[src/rtl/mips_mem_loader_if.sv]
`default_nettype none
// ============================================================================
// Module      : mips_mem_loader_if
// Description : Bundle of the loader's host-load, byte-memory, core-control
//               and dump-stream signals.
// Revision    : 1.0 - initial release
// ============================================================================
interface mips_mem_loader_if #(
    parameter int ADDR_W = 32,
    parameter int DATA_W = 32
);
    logic              ld_valid;
    logic              ld_ready;
    logic [ADDR_W-1:0] ld_addr;
    logic [DATA_W-1:0] ld_data;
    logic              ld_last;
    logic              mem_sel;
    logic              mem_we;
    logic [ADDR_W-1:0] mem_addr;
    logic [7:0]        mem_wdata;
    logic [7:0]        mem_rdata;
    logic              core_reset;
    logic              core_hold;
    logic              dump_req;
    logic              dump_valid;
    logic              dump_ready;
    logic [ADDR_W-1:0] dump_addr;
    logic [DATA_W-1:0] dump_data;
    logic              done;

    // The loader itself
    modport master (
        input  ld_valid, ld_addr, ld_data, ld_last, mem_rdata, dump_req, dump_ready,
        output ld_ready, mem_sel, mem_we, mem_addr, mem_wdata,
               core_reset, core_hold, dump_valid, dump_addr, dump_data, done
    );

    // Host, memory and consumer side
    modport slave (
        output ld_valid, ld_addr, ld_data, ld_last, mem_rdata, dump_req, dump_ready,
        input  ld_ready, mem_sel, mem_we, mem_addr, mem_wdata,
               core_reset, core_hold, dump_valid, dump_addr, dump_data, done
    );
endinterface
`default_nettype wire

[src/rtl/mips_mem_loader.sv]
`default_nettype none
// ============================================================================
// Module      : mips_mem_loader
// Description : Streams (address, word) pairs into the core's byte-wide
//               memory as little-endian bytes while the core is in reset,
//               runs the core for a bounded time, then freezes it and reads
//               a strided window of words out on a valid/ready channel.
// Revision    : 1.0 - initial release
// ============================================================================
module mips_mem_loader #(
    parameter int                ADDR_W      = 32,
    parameter int                DATA_W      = 32,
    parameter int                RUN_CYCLES  = 42,
    parameter logic [ADDR_W-1:0] DUMP_BASE   = ADDR_W'(32'h1001_0000),
    parameter logic [ADDR_W-1:0] DUMP_STRIDE = ADDR_W'(32'h20),
    parameter int                DUMP_COUNT  = 3
) (
    input  wire logic         CLK,
    input  wire logic         reset,
    mips_mem_loader_if.master bus
);
    localparam int          c_BYTES    = DATA_W / 8;
    localparam int          c_KW       = (c_BYTES > 1) ? $clog2(c_BYTES) : 1;
    localparam logic [c_KW-1:0] c_K_LAST = c_KW'(c_BYTES - 1);
    localparam logic [31:0] c_RUN_LAST = (RUN_CYCLES == 0) ? 32'd0 : 32'(RUN_CYCLES - 1);
    localparam logic [31:0] c_DCNT_LAST = (DUMP_COUNT == 0) ? 32'd0 : 32'(DUMP_COUNT - 1);
    localparam bit          c_TIMED    = (RUN_CYCLES != 0);
    localparam bit          c_NO_DUMP  = (DUMP_COUNT == 0);

    typedef enum logic [2:0] {
        S_LOAD     = 3'd0,
        S_WRITE    = 3'd1,
        S_RUN      = 3'd2,
        S_DUMP_RD  = 3'd3,
        S_DUMP_OUT = 3'd4,
        S_DONE     = 3'd5
    } state_t;

    state_t            r_state;
    state_t            w_next;
    logic [ADDR_W-1:0] r_addr;
    logic [DATA_W-1:0] r_data;
    logic              r_last;
    logic [c_KW-1:0]   r_k;
    logic [31:0]       r_cnt;
    logic [ADDR_W-1:0] r_ptr;
    logic [DATA_W-1:0] r_word;
    logic [31:0]       r_dcnt;
    logic [7:0]        w_wbyte;
    logic              w_run_exit;
    logic              w_k_last;

    assign w_k_last   = (r_k == c_K_LAST);
    // Terminal count and an early request coinciding collapse into one exit
    assign w_run_exit = (c_TIMED && (r_cnt == c_RUN_LAST)) || bus.dump_req;

    assign bus.dump_addr = r_ptr;
    assign bus.dump_data = r_word;

    // Select the byte of the latched load word addressed by the byte index
    always_comb begin
        w_wbyte = 8'h00;
        for (int b = 0; b < c_BYTES; b++) begin
            if (r_k == c_KW'(b)) begin
                w_wbyte = r_data[b*8 +: 8];
            end
        end
    end

    // State register
    always_ff @(posedge CLK or posedge reset) begin
        if (reset) begin
            r_state <= S_LOAD;
        end else begin
            r_state <= w_next;
        end
    end

    // Next-state and output decode
    always_comb begin
        w_next         = r_state;
        bus.ld_ready   = 1'b0;
        bus.mem_sel    = 1'b0;
        bus.mem_we     = 1'b0;
        bus.mem_addr   = '0;
        bus.mem_wdata  = 8'h00;
        bus.core_reset = 1'b0;
        bus.core_hold  = 1'b0;
        bus.dump_valid = 1'b0;
        bus.done       = 1'b0;
        case (r_state)
            S_LOAD: begin
                bus.ld_ready   = 1'b1;
                bus.core_reset = 1'b1;
                if (bus.ld_valid) w_next = S_WRITE;
            end
            S_WRITE: begin
                bus.core_reset = 1'b1;
                bus.mem_sel    = 1'b1;
                bus.mem_we     = 1'b1;
                bus.mem_addr   = r_addr + ADDR_W'(r_k);
                bus.mem_wdata  = w_wbyte;
                if (w_k_last) w_next = r_last ? S_RUN : S_LOAD;
            end
            S_RUN: begin
                if (w_run_exit) w_next = c_NO_DUMP ? S_DONE : S_DUMP_RD;
            end
            S_DUMP_RD: begin
                bus.core_hold = 1'b1;
                bus.mem_sel   = 1'b1;
                bus.mem_addr  = r_ptr + ADDR_W'(r_k);
                if (w_k_last) w_next = S_DUMP_OUT;
            end
            S_DUMP_OUT: begin
                bus.core_hold  = 1'b1;
                bus.dump_valid = 1'b1;
                if (bus.dump_ready) w_next = (r_dcnt == c_DCNT_LAST) ? S_DONE : S_DUMP_RD;
            end
            S_DONE: begin
                bus.core_hold = 1'b1;
                bus.done      = 1'b1;
            end
            default: w_next = S_LOAD;
        endcase
    end

    // Datapath: load latch, byte index, run counter, dump pointer and word
    always_ff @(posedge CLK or posedge reset) begin
        if (reset) begin
            r_addr <= '0;
            r_data <= '0;
            r_last <= 1'b0;
            r_k    <= '0;
            r_cnt  <= '0;
            r_ptr  <= '0;
            r_word <= '0;
            r_dcnt <= '0;
        end else begin
            case (r_state)
                S_LOAD: begin
                    if (bus.ld_valid) begin
                        r_addr <= bus.ld_addr;
                        r_data <= bus.ld_data;
                        r_last <= bus.ld_last;
                        r_k    <= '0;
                    end
                end
                S_WRITE: begin
                    r_k   <= w_k_last ? '0 : r_k + c_KW'(1);
                    r_cnt <= '0;
                end
                S_RUN: begin
                    r_cnt <= r_cnt + 32'd1;
                    if (w_run_exit) begin
                        r_ptr  <= DUMP_BASE;
                        r_k    <= '0;
                        r_dcnt <= '0;
                    end
                end
                S_DUMP_RD: begin
                    for (int b = 0; b < c_BYTES; b++) begin
                        if (r_k == c_KW'(b)) r_word[b*8 +: 8] <= bus.mem_rdata;
                    end
                    r_k <= w_k_last ? '0 : r_k + c_KW'(1);
                end
                S_DUMP_OUT: begin
                    if (bus.dump_ready) begin
                        r_ptr  <= r_ptr + DUMP_STRIDE;
                        r_dcnt <= r_dcnt + 32'd1;
                        r_k    <= '0;
                    end
                end
                default: ;
            endcase
        end
    end
endmodule
`default_nettype wire

[src/flat_wrapper.sv]
// flat-port wrapper written by rule: the top's interface ports become plain ports
module mips_mem_loader_flat 
#(
    parameter int                ADDR_W      = 32,
    parameter int                DATA_W      = 32,
    parameter int                RUN_CYCLES  = 42,
    parameter logic [ADDR_W-1:0] DUMP_BASE   = ADDR_W'(32'h1001_0000),
    parameter logic [ADDR_W-1:0] DUMP_STRIDE = ADDR_W'(32'h20),
    parameter int                DUMP_COUNT  = 3
)
  (CLK, reset, bus_ld_valid, bus_ld_addr, bus_ld_data, bus_ld_last, bus_mem_rdata, bus_dump_req, bus_dump_ready, bus_ld_ready, bus_mem_sel, bus_mem_we, bus_mem_addr, bus_mem_wdata, bus_core_reset, bus_core_hold, bus_dump_valid, bus_dump_addr, bus_dump_data, bus_done);
  mips_mem_loader_if #(.ADDR_W(ADDR_W), .DATA_W(DATA_W)) bus_i ();
  input  wire logic CLK;
  input  wire logic reset;
  input wire logic [$bits(bus_i.ld_valid)-1:0] bus_ld_valid;
  input wire logic [$bits(bus_i.ld_addr)-1:0] bus_ld_addr;
  input wire logic [$bits(bus_i.ld_data)-1:0] bus_ld_data;
  input wire logic [$bits(bus_i.ld_last)-1:0] bus_ld_last;
  input wire logic [$bits(bus_i.mem_rdata)-1:0] bus_mem_rdata;
  input wire logic [$bits(bus_i.dump_req)-1:0] bus_dump_req;
  input wire logic [$bits(bus_i.dump_ready)-1:0] bus_dump_ready;
  output wire logic [$bits(bus_i.ld_ready)-1:0] bus_ld_ready;
  output wire logic [$bits(bus_i.mem_sel)-1:0] bus_mem_sel;
  output wire logic [$bits(bus_i.mem_we)-1:0] bus_mem_we;
  output wire logic [$bits(bus_i.mem_addr)-1:0] bus_mem_addr;
  output wire logic [$bits(bus_i.mem_wdata)-1:0] bus_mem_wdata;
  output wire logic [$bits(bus_i.core_reset)-1:0] bus_core_reset;
  output wire logic [$bits(bus_i.core_hold)-1:0] bus_core_hold;
  output wire logic [$bits(bus_i.dump_valid)-1:0] bus_dump_valid;
  output wire logic [$bits(bus_i.dump_addr)-1:0] bus_dump_addr;
  output wire logic [$bits(bus_i.dump_data)-1:0] bus_dump_data;
  output wire logic [$bits(bus_i.done)-1:0] bus_done;
  assign bus_i.ld_valid = bus_ld_valid;
  assign bus_i.ld_addr = bus_ld_addr;
  assign bus_i.ld_data = bus_ld_data;
  assign bus_i.ld_last = bus_ld_last;
  assign bus_i.mem_rdata = bus_mem_rdata;
  assign bus_i.dump_req = bus_dump_req;
  assign bus_i.dump_ready = bus_dump_ready;
  assign bus_ld_ready = bus_i.ld_ready;
  assign bus_mem_sel = bus_i.mem_sel;
  assign bus_mem_we = bus_i.mem_we;
  assign bus_mem_addr = bus_i.mem_addr;
  assign bus_mem_wdata = bus_i.mem_wdata;
  assign bus_core_reset = bus_i.core_reset;
  assign bus_core_hold = bus_i.core_hold;
  assign bus_dump_valid = bus_i.dump_valid;
  assign bus_dump_addr = bus_i.dump_addr;
  assign bus_dump_data = bus_i.dump_data;
  assign bus_done = bus_i.done;
  mips_mem_loader #(.ADDR_W(ADDR_W), .DATA_W(DATA_W), .RUN_CYCLES(RUN_CYCLES), .DUMP_BASE(DUMP_BASE), .DUMP_STRIDE(DUMP_STRIDE), .DUMP_COUNT(DUMP_COUNT)) u_core (.CLK(CLK), .reset(reset), .bus(bus_i));
endmodule
[config.mk]
export PLATFORM = sky130hd
export DESIGN_NAME = mips_mem_loader_flat
export DESIGN_NICKNAME = d
export VERILOG_FILES = /design/src/rtl/mips_mem_loader_if.sv /design/src/rtl/mips_mem_loader.sv /design/src/flat_wrapper.sv
export SDC_FILE = /design/constraint.sdc
export NUM_CORES = 1
export LEC_CHECK = 0
export ABC_AREA = 1
export CELL_PAD_IN_SITES_DETAIL_PLACEMENT = 1
export CELL_PAD_IN_SITES_GLOBAL_PLACEMENT = 1
export CORE_ASPECT_RATIO = 0.6
export CORE_UTILIZATION = 40
export CTS_BUF_LIST = sky130_fd_sc_hd__clkbuf_4
export DETAILED_ROUTE_END_ITERATION = 16
export PLACE_DENSITY = 0.91
export SETUP_SLACK_MARGIN = 0.05
export SYNTH_ARGS = -nofsm -noshare
export SYNTH_HDL_FRONTEND = slang
export SYNTH_SLANG_ARGS = --single-unit
[constraint.sdc]
create_clock -name CLK -period 9.25 [get_ports CLK]
set_clock_uncertainty 0.1 [all_clocks]
set_input_delay 2.775 -clock CLK [delete_from_list [all_inputs] [get_ports CLK]]
set_output_delay 2.775 -clock CLK [all_outputs]
set_load 0.1 [all_outputs]
==> results.sh <==
export IMPL_status="completed"
export IMPL_cts_buffers=17
export IMPL_crit_required_ns=6.38
export IMPL_ctsHoldBuffers=0
export IMPL_tightest_slew_ns=1.08
export IMPL_die_area_um2=30200
export IMPL_vias_per_cell=5.38
export IMPL_totalWireLength_mm=41.8
export IMPL_cap_violations=0
export IMPL_cp_data_arrival_time_ns=5.03
export IMPL_dieHeight_um=135
export IMPL_firstDrtPassIters=5
export IMPL_cts_root_buf="clkbuf_4"
export IMPL_gr_total_overflow=0
export IMPL_antenna_left=0
export IMPL_globalplace_congestion=0.946
export IMPL_cts_resized=0
export IMPL_synth_cells=1678
export IMPL_dpl_hpwl_mm=31.7
export IMPL_synth_cell_type_count=41
export IMPL_fin_area_um2=14200
export IMPL_ys_seq_area_share_pct=40.9
export IMPL_area_delta_synth_final_pct=20.6
export IMPL_syn_area_per_cell_um2=7.04
export IMPL_synth_edf_count=0
export IMPL_yosys_warnings=0
export IMPL_netlist_area_leader_share_pct=40.9
export IMPL_fp_row_count=48
export IMPL_multi_input_area_um2=5970
export IMPL_post_route_min_period_ns=7.90
export IMPL_clk_path_buf_depth=2
export IMPL_tns_ns=0
export IMPL_grt_start_max_net_pins=139
export IMPL_avgRoutedWirePerCell_um=18.6
export IMPL_start_kind="register"
export IMPL_cts_tree="built"
export IMPL_yosysTopAreaCell="dfrtp_1"
export IMPL_track_usage_pct=28.4
export IMPL_fp_coreArea_um2=28900
export IMPL_rsz0062_at_grt="no"
export IMPL_async_reset_ff_share_pct=100
export IMPL_postPlaceCellArea_um2=13900
export IMPL_drv_slew=0
export IMPL_path_class="register to primary output"
export IMPL_cts_clk_slew_worst_paths_ns=0.18
export IMPL_synthTopCellsByArea="dfrtp_1, nand2_1, nor2_1, inv_1, nand3_1"
export IMPL_drive_gt1_share_pct=5.92
export IMPL_period_share_pct=85.4
export IMPL_netlist_area_um2=11800
export IMPL_cts_sinks=193
export IMPL_fill_cells=3721
export IMPL_fin_hold_ws_ns=0.417
export IMPL_drt_initial_drc_count=945
export IMPL_seqCellArea_um2=4830
export IMPL_drc=0
export IMPL_critPathMaxFanout=23
export IMPL_htreeDepth=4
export IMPL_finalSetupViolations=0
export IMPL_yosys_most_used_dff="dfrtp_1"
export IMPL_grt_pass1_wl_mm=67.0
export IMPL_die_w_um=224
export IMPL_hold_violations=0
export IMPL_fmax_ghz=0.127
export IMPL_final_nets=1920
export IMPL_hold_path_class="register to register"
export IMPL_crit_path_end_kind="primary output"
export IMPL_vias=12100
export IMPL_fin_ws_ns=1.35
export IMPL_cts_setup_buffers=0
export IMPL_antenna_found_initial=3
export IMPL_clock_latency_ns=0.67
export IMPL_pre_cts_ws_ns=2.15
export IMPL_grt_pass1_vias=12400
export IMPL_synth_seq_cells=193
export IMPL_initial_core_util_pct=40.9
export IMPL_relSlewSlack_pct=28.0
export IMPL_ioPinCount=189
export IMPL_port_buffers=183
==> layer usage <==
metal | GRT usage, % | share of wire (%) | vias up
li1 | - | - | 5644
met1 | 39.6 | 46 | 5948
met2 | 44.1 | 45 | 449
met3 | 7.48 | 8.2 | 39
met4 | 6.70 | 1.2 | 2
met5 | 0 | 0.031 | -
==> kinds of logic (layout without fill, tap and decap cells) <==
logic type	after synthesis	after routing	synth area share, %
compound gates	187	187	8.29
xor+xnor	36	36	2.67
fa+ha+maj	12	12	1.34
buf+inv	256	416	8.78
flops	193	193	40.9
mux	45	45	4.28
other cells	1	7	0.0318
simple gates	948	948	33.7
==> cells in the mapped netlist (9+ instances only) <==
library cell / number
mux2_2: 44
o21ai_0: 98
nor3_1: 43
ha_1: 11
xor2_1: 32
nor2_1: 252
nand2_1: 469
buf_4: 9
a21oi_1: 67
nand4_1: 43
clkbuf_1: 28
dfrtp_1: 193
inv_1: 189
buf_2: 21
nand3_1: 108
==> layout by cell type, fill, tap and decap left out, types with 4 or more instances in the layout <==
cell and instances:
a21oi_1 67, buf_4 8, clkbuf_4 17, clkdlybuf4s50_1 183, conb_1 5, dfrtp_1 193, ha_1 11, inv_1 188
inv_2 4, inv_8 6, mux2_2 44, nand2_1 468, nand2_2 4, nand3_1 108, nand4_1 43, nor2_1 250
nor2_2 10, nor3_1 43, nor3b_1 8, o21ai_0 98, o22ai_1 7, o31ai_1 8, xnor2_1 4, xor2_1 32
==> state kept, by name, indices dropped and copies added, names as in the netlist <==
register / count
u_core.r_k: 2
u_core.r_dcnt: 32
u_core.r_cnt: 32
u_core.r_addr: 32
u_core.bus.dump_addr: 27
u_core.r_last: 1
u_core.r_state: 3
u_core.bus.dump_data: 32
u_core.r_data: 32
==> final timing paths <==
path / from / to / slack, ns / cells past startpoint
worst min-delay path: u_core.bus.dump_data[29]$_DFFE_PP0P_ / u_core.bus.dump_data[29]$_DFFE_PP0P_ / 0.42 / 2
worst max register to register: u_core.r_state[0]$_DFFE_PP0P_ / u_core.r_cnt[15]$_DFFE_PP0P_ / 5.52 / 10
worst max-delay path: u_core.r_state[0]$_DFFE_PP0P_ / bus_mem_wdata[3] / 1.35 / 8
max in group asynchronous: reset / u_core.bus.dump_addr[15]$_DFFE_PP0P_ / 5.06 / 3
worst min register to register: u_core.bus.dump_data[29]$_DFFE_PP0P_ / u_core.bus.dump_data[29]$_DFFE_PP0P_ / 0.42 / 2
min in group asynchronous: reset / u_core.bus.dump_data[15]$_DFFE_PP0P_ / 2.58 / 2
==> stage by stage <==
step,utilization [%],std cells
2_1_floorplan,-,1682
3_3_place_gp,48.2,2211
3_5_place_dp,48.2,2211
4_1_cts,49.2,2242
5_1_grt,49.3,2243
6_report,49.3,2244
==> worst max-delay path, cell delays in order, from the launching register on <==
cell,delay [ns]
dfrtp_1,0.93
inv_1,0.19
nor2_2,0.86
inv_2,0.35
nor2_1,0.19
buf_4,0.22
inv_2,0.21
nor2_1,0.22
clkdlybuf4s50_1,1.18
==> area by class of cell <==
cell class	instances	share of cell area (%)
diodes	2	0.0352
clock buffers	17	0.897
flip-flops and latches	193	33.9
well taps	400	3.52
inverters	194	5.17
repair buffers	191	13.3
multi-input cells	1233	41.9
clock inverters	14	1.22
Power is not shown: default switching activity piles up to over one toggle a cycle in this logic, so the estimate is an artifact.
